`config.mk`:
```
export PLATFORM = sky130hd
export DESIGN_NAME = regfile_wr_arbiter
export DESIGN_NICKNAME = d
export VERILOG_FILES = /design/src/rtl/regfile_wr_arbiter.sv
export SDC_FILE = /design/constraint.sdc
export NUM_CORES = 1
export LEC_CHECK = 0
export ABC_AREA = 1
export BUFFER_PORTS_ARGS = -buffer_cell sky130_fd_sc_hd__buf_2
export CAP_MARGIN = 20
export CORE_MARGIN = 2
export CORE_UTILIZATION = 46
export CTS_CLUSTER_DIAMETER = 150
export DETAILED_ROUTE_END_ITERATION = 16
export PLACE_DENSITY = 0.87
export SLEW_MARGIN = 15
export SYNTH_ARGS = -nofsm -noshare
export SYNTH_HDL_FRONTEND = slang
export SYNTH_SLANG_ARGS = --single-unit
```
`constraint.sdc`:
```
create_clock -name clk -period 6.3 [get_ports clk]
set_input_delay 1.89 -clock clk [delete_from_list [all_inputs] [get_ports clk]]
set_output_delay 1.89 -clock clk [all_outputs]
set_load 0.05 [all_outputs]
```
`src/rtl/regfile_wr_arbiter.sv`:
```
// Round-robin arbiter sharing the regfile write port among NREQ writers, with a one-entry output stage.
// Optional forwarding port from the output stage is enabled by defining REGFILE_WR_ARB_BYPASS_EN.
module regfile_wr_arbiter #(
  parameter int unsigned NREQ = 3,
  parameter int unsigned DW   = 32,
  parameter int unsigned AW   = 5
) (
  input  logic                 clk,
  input  logic                 clr,
  input  logic [NREQ-1:0]      req_valid,
  output logic [NREQ-1:0]      req_ready,
  input  logic [NREQ*AW-1:0]   req_wn,
  input  logic [NREQ*DW-1:0]   req_d,
  input  logic                 hold,
  output logic [AW-1:0]        rf_wn,
  output logic [DW-1:0]        rf_d,
  output logic                 rf_we,
  output logic [(2**AW)-1:0]   pend
`ifdef REGFILE_WR_ARB_BYPASS_EN
  ,
  input  logic [AW-1:0]        byp_rn,
  output logic                 byp_hit,
  output logic [DW-1:0]        byp_d
`endif
);

  localparam int unsigned PW   = (NREQ > 1) ? $clog2(NREQ) : 1;
  localparam int unsigned NREG = 2**AW;

  logic          stg_v_q, stg_v_d;
  logic [AW-1:0] stg_wn_q, stg_wn_d;
  logic [DW-1:0] stg_d_q, stg_d_d;
  logic [PW-1:0] ptr_q, ptr_d;

  logic          can_acc;
  logic          gnt_vld;
  logic          acc;
  logic [PW-1:0] gnt_idx;
  logic [PW-1:0] srch_idx;
  logic [AW-1:0] gnt_wn;
  logic [DW-1:0] gnt_d;

  // Stage is free, or its current write drains this cycle.
  assign can_acc = ~stg_v_q | ~hold;

  // Round-robin search starting at the requester after the last grant.
  always_comb begin
    gnt_vld  = 1'b0;
    gnt_idx  = '0;
    srch_idx = ptr_q;
    for (int k = 0; k < int'(NREQ); k++) begin
      srch_idx = (srch_idx == PW'(NREQ - 1)) ? '0 : srch_idx + PW'(1);
      if (!gnt_vld && req_valid[srch_idx]) begin
        gnt_vld = 1'b1;
        gnt_idx = srch_idx;
      end
    end
  end

  // Payload of the granted requester.
  always_comb begin
    gnt_wn = '0;
    gnt_d  = '0;
    for (int i = 0; i < int'(NREQ); i++) begin
      if (gnt_idx == PW'(i)) begin
        gnt_wn = req_wn[i*AW +: AW];
        gnt_d  = req_d[i*DW +: DW];
      end
    end
  end

  assign acc = gnt_vld & can_acc;

  always_comb begin
    req_ready = '0;
    for (int i = 0; i < int'(NREQ); i++) begin
      req_ready[i] = ~clr & acc & (gnt_idx == PW'(i));
    end
  end

  // Regfile pins and pending mask come straight from the stage.
  always_comb begin
    rf_wn = stg_wn_q;
    rf_d  = stg_d_q;
    rf_we = stg_v_q & ~hold;
    pend  = '0;
    for (int r = 0; r < int'(NREG); r++) begin
      pend[r] = stg_v_q & (stg_wn_q == AW'(r));
    end
  end

`ifdef REGFILE_WR_ARB_BYPASS_EN
  always_comb begin
    byp_hit = stg_v_q & (stg_wn_q == byp_rn) & (byp_rn != '0);
    byp_d   = stg_d_q;
  end
`endif

  // Writes to r0 are consumed but never staged; the pointer still advances.
  always_comb begin
    stg_v_d  = stg_v_q;
    stg_wn_d = stg_wn_q;
    stg_d_d  = stg_d_q;
    ptr_d    = ptr_q;
    if (rf_we) begin
      stg_v_d = 1'b0;
    end
    if (acc) begin
      ptr_d = gnt_idx;
      if (gnt_wn != '0) begin
        stg_v_d  = 1'b1;
        stg_wn_d = gnt_wn;
        stg_d_d  = gnt_d;
      end
    end
  end

  always_ff @(posedge clk or posedge clr) begin
    if (clr) begin
      stg_v_q  <= 1'b0;
      stg_wn_q <= '0;
      stg_d_q  <= '0;
      ptr_q    <= PW'(NREQ - 1);
    end else begin
      stg_v_q  <= stg_v_d;
      stg_wn_q <= stg_wn_d;
      stg_d_q  <= stg_d_d;
      ptr_q    <= ptr_d;
    end
  end

endmodule
```
**After elaboration in Yosys (flattened, before gate mapping)**

Cells that the tools add are included.

- Bits in registers: 40
- Latch bits: 0
- RAM bits: 0
- Memory bits (read-only): 0
- Bits of input ports: 117
- Output and inout port bits: 73
- Memories kept: 0

- $add $sub $neg: 3
- Multiply operators: 0
- Divide/modulo/power cells: 0
- Magnitude comparators: 3
- Equal/unequal tests: 36
- Shift operators: 0
- Muxes and demuxes: 24
- Bitwise logic cells: 42
- Reduce and logical (&&, ||, !) cells: 8

Operator list:

| operator | number |
|---|---|
| two-way mux 32 bit | 3 |
| == test 5 bit, second input constant | 16 |
| == test 5 x 4 -> 1 bit, second input constant | 8 |
| bitwise AND 1 bit | 38 |
| == test 5 x 3 -> 1 bit, second input constant | 4 |
| two-way mux 5 bit | 3 |
| two-way mux 2 bit | 6 |
| == test 5 x 2 -> 1 bit, second input constant | 2 |
| less-than comparator 2 x 3 -> 1 bit, second input constant | 3 |
| two-way mux 1 bit | 9 |
| == test 2 bit, second input constant | 4 |
| adder 2 x 1 -> 2 bit, second input constant | 3 |
| binary-select mux 1 bit (select 2 bit) | 3 |
| == test 5 x 1 -> 1 bit, second input constant | 1 |
| zero test 5 bit | 1 |
| nonzero test 5 bit | 1 |
| inverter 1 bit | 3 |
| == test 2 x 1 -> 1 bit, second input constant | 1 |
| logical AND 1 bit | 2 |
| zero test 1 bit | 2 |
| zero test 2 bit | 1 |
| AND reduction 2 bit | 1 |
| bitwise OR 1 bit | 1 |

**Logic depth before layout (Yosys ltp)**

- Depth after elaboration: 18
- Gate-level depth with buffers: 20
- Gate-level depth less buffers: 17

**Least setup slack after synthesis**

OpenSTA, ideal clock, no wires.

- Path type: input -> output
- From: in clr
- To: out req_ready[0]
- Data arrival time: 4033 ps
- Required time: 4410 ps
- Setup slack: 377 ps
- Cell stages on the path: 3
- Buffers on the path: 0
- Cells stage by stage: inv_1 nand2_1 nor3_1

- Longest elaborated chain between the ends: 3

RTL lines:

| what | line | source |
|---|---|---|
| from (decl) | 9 | `input logic clr,` |
| inverter 1 bit | 77 | `req_ready[i] = ~clr & acc & (gnt_idx == PW'(i));` |
| bitwise AND 1 bit (2 in series) | 77 |  |
| to (decl) | 11 | `output logic [NREQ-1:0] req_ready,` |

Every way passes these cells.

**Worst setup path in the final report**

- From: in req_valid[2]
- To: out req_ready[0]

- Longest elaborated chain between the ends: 12

RTL lines:

| what | line | source |
|---|---|---|
| from (decl) | 10 | `input logic [NREQ-1:0] req_valid,` |
| binary-select mux 1 bit (select 2 bit) | 53 | `if (!gnt_vld && req_valid[srch_idx]) begin` |
| two-way mux 1 bit (not written as such) | 53 |  |
| two-way mux 1 bit | 53 |  |
| zero test 1 bit | 53 |  |
| logical AND 1 bit | 53 |  |
| two-way mux 1 bit | 53 |  |
| zero test 1 bit | 53 |  |
| logical AND 1 bit | 53 |  |
| two-way mux 1 bit | 53 |  |
| bitwise AND 1 bit | 72 | `assign acc = gnt_vld & can_acc;` |
| bitwise AND 1 bit | 77 |  |
| bitwise AND 1 bit * | 77 |  |

Every way passes the cells marked *; elsewhere a longest branch is shown, timed or not. The select of a mux whose other input is x is not followed.

==> run metrics <==
R2R Setup Slk=2.38 ns; Fin Setup TNS=0 ns; clock latency at the later pin of the worst-skew pair=0.28 ns; final setup vio count=0; Fin. Hold Viols=0; crit path max fanout=27; hpwl dp=6690 um; CP startpoint kind=input pin; setup bufs post-CTS=0; Critical Path RT=4.41 ns; per-cell routed wire length=12.8 um; Cell Pwr Density=612 mW/mm^2; fmax=0.181 GHz; synthesized cell area=0.00282 sq mm; Core ar.=0.00592 sq mm; Post-CTS Resized=0; clock sink total=40; syn_area_per_cell=6.17 sq um; kind of critical path=input pin to output port; Ys Warns=0; total nets after synthesis=575; IO Pins=190; Antenna Cells=0; Port-buffer cells=189; FF-to-FF path depth=15; initial antenna violation count=0; layout cells sized above 1=34.7%; WL final=9030 um; vias per cell=5.13; Die X=82.4 um; Starting DRT DRC Count=132; Final ANT Viol Nets=0; Peak VDD IR=295 uV; CTS tree=yes; total iterations of the first detailed-routing run=4; RR Endpoint=rf_d[2]$_DFFE_PP0P_; Rel. slew slack=38.6%; row cnt=28; number of global-route vias before repair=3117; Routability Congestion=0.829; Clock Skews=0.00821 ns; Max Root-Sink Buffers=2; CP arrival=3.65 ns; # Max-Cap Violations=0; Vias=3619; reg2reg start=ptr_q[0]$_DFFE_PP0P_; area grow syn2layout=36.1%; #FFs+latches synth=40; Crit. End Element=output port; Design Area, Final=0.00384 sq mm; Distinct cells, synth=23; cts bufs inserted=5; Hold Crit Depth=2; largest net degree at the start of global routing=41; Gate Count Post-Synth=458; Initial Util=47.7%; H-Tree Depth=2; Slew @ Worst Pin=0.918 ns; worst hold path class=register to register; WHS Endpoint=rf_d[26]$_DFFE_PP0P_; max-slew violations=0; # hold bufs at CTS=0; Hold Path Origin=rf_d[26]$_DFFE_PP0P_; Die Area=0.00678 sq mm; Nets=748; clk slew on worst S/H paths=0.07 ns; grt ovf=0; first-pass GRT wire length=13500 um; DR DRC count=0; die height=82.4 um; total track usage=25.2%; Seq/Total Area, Yosys=35.5%; fin crit share=87.9%; RSZ-0062 raised after global routing=false; Leakage=2.33 nW; Tmin final=5.54 ns; CTS Root Cell=clkbuf_8; status=completed; post-place instance area=0.00376 sq mm
==> how the worst max path moves through the flow <==
| stage | from | to | cells after the start |
|---|---|---|---|
| after floorplan | clr | req_ready[0] | 3 |
| after global placement | req_valid[2] | req_ready[0] | 8 |
| after detailed placement | req_valid[2] | req_ready[0] | 8 |
| after CTS | req_valid[2] | req_ready[0] | 8 |
| after global routing | req_valid[0] | req_ready[2] | 9 |
| final | req_valid[2] | req_ready[0] | 8 |
==> final cells by class <==
class	count	area, sq um
Clock buffer	5	68.8
Clock inverter	2	12.5
Fill cell	586	2080
Inverter	22	82.6
Multi-Input combinational cell	367	1590
Sequential cell	40	1000
Tap cell	75	93.8
Timing Repair Buffer	195	991
==> power breakdown <==
group | total [mW] | leakage, nW | internal, mW | switching [mW]
registers | 0.484 | 0.488 | 0.394 | 0.0901
clock network | 0.158 | 0.0400 | 0.0750 | 0.0833
logic | 1.71 | 1.81 | 0.429 | 1.28
total | 2.35 | 2.33 | 0.898 | 1.45
==> metal layers <==
metal | GRT usage (%) | part of all wire (%)
met1 | 29.5 | 40
met2 | 46.3 | 51
met3 | 4.35 | 7.3
met4 | 8.50 | 1.2
met5 | 0 | 0
==> worst max-delay path, stage by stage <==
cell	delay [ns]
buf_2	0.11
inv_1	0.07
nand2_1	0.11
nand3_2	0.12
nand4_1	0.15
nand2_1	0.56
nor3_1	0.33
buf_2	0.30
==> logic make-up after synthesis <==
logic type	share of synthesized area [%]
DFF	35.5
and+or+nand+nor	55.4
buffers and inverters	8.15
AOI/OAI and AO/OA	0.975
==> state kept, by name (all words and copies together) (netlist names) <==
signal and flops:
stg_v_q 1, rf_wn 5, ptr_q 2, rf_d 32
==> cells in the final DEF, fill, tap and decap left out, drive strengths merged <==
cell type and instances:
o211ai 1, nand4 2, inv 21, dfrtp 39, nand3 113, or2 3
nor2 48, o21ai 3, nand3b 1, dfstp 1, clkbuf 5, buf 195
nand2 195, clkinvlp 1, clkinv 2, nor3 1
==> stage by stage <==
step	util (%)	setup WS, ns	std cells	hold WS [ns]	power, mW
after floorplan	-	0.377	458	0.480	1.83
after global placement	63.5	0.875	699	0.450	2.15
after detailed placement	63.5	0.789	699	0.454	2.20
after CTS	64.9	0.784	706	0.472	2.36
after global routing	64.9	0.575	706	0.497	2.55
final	64.9	0.761	706	0.468	2.35
==> cell usage after synthesis <==
cell	count	area (sq um)
nand2_1	193	724
buf_4	1	7.51
dfstp_2	1	26.3
dfrtp_1	39	976
nand3_4	1	17.5
clkbuf_1	17	63.8
inv_2	3	11.3
nand3_1	109	546
nor3_1	1	5.00
o21ai_0	3	15.0
nand3_2	3	30.0
nand3b_1	1	7.51
o211ai_2	1	12.5
buf_1	3	11.3
inv_1	19	71.3
buf_2	4	20.0
or2_0	1	6.26
buf_6	4	45.0
nor2_2	4	25.0
or2_2	2	12.5
nor2_1	44	165
nand4_1	2	12.5
nand2_2	2	12.5
Power figures use the tool's default switching activity.
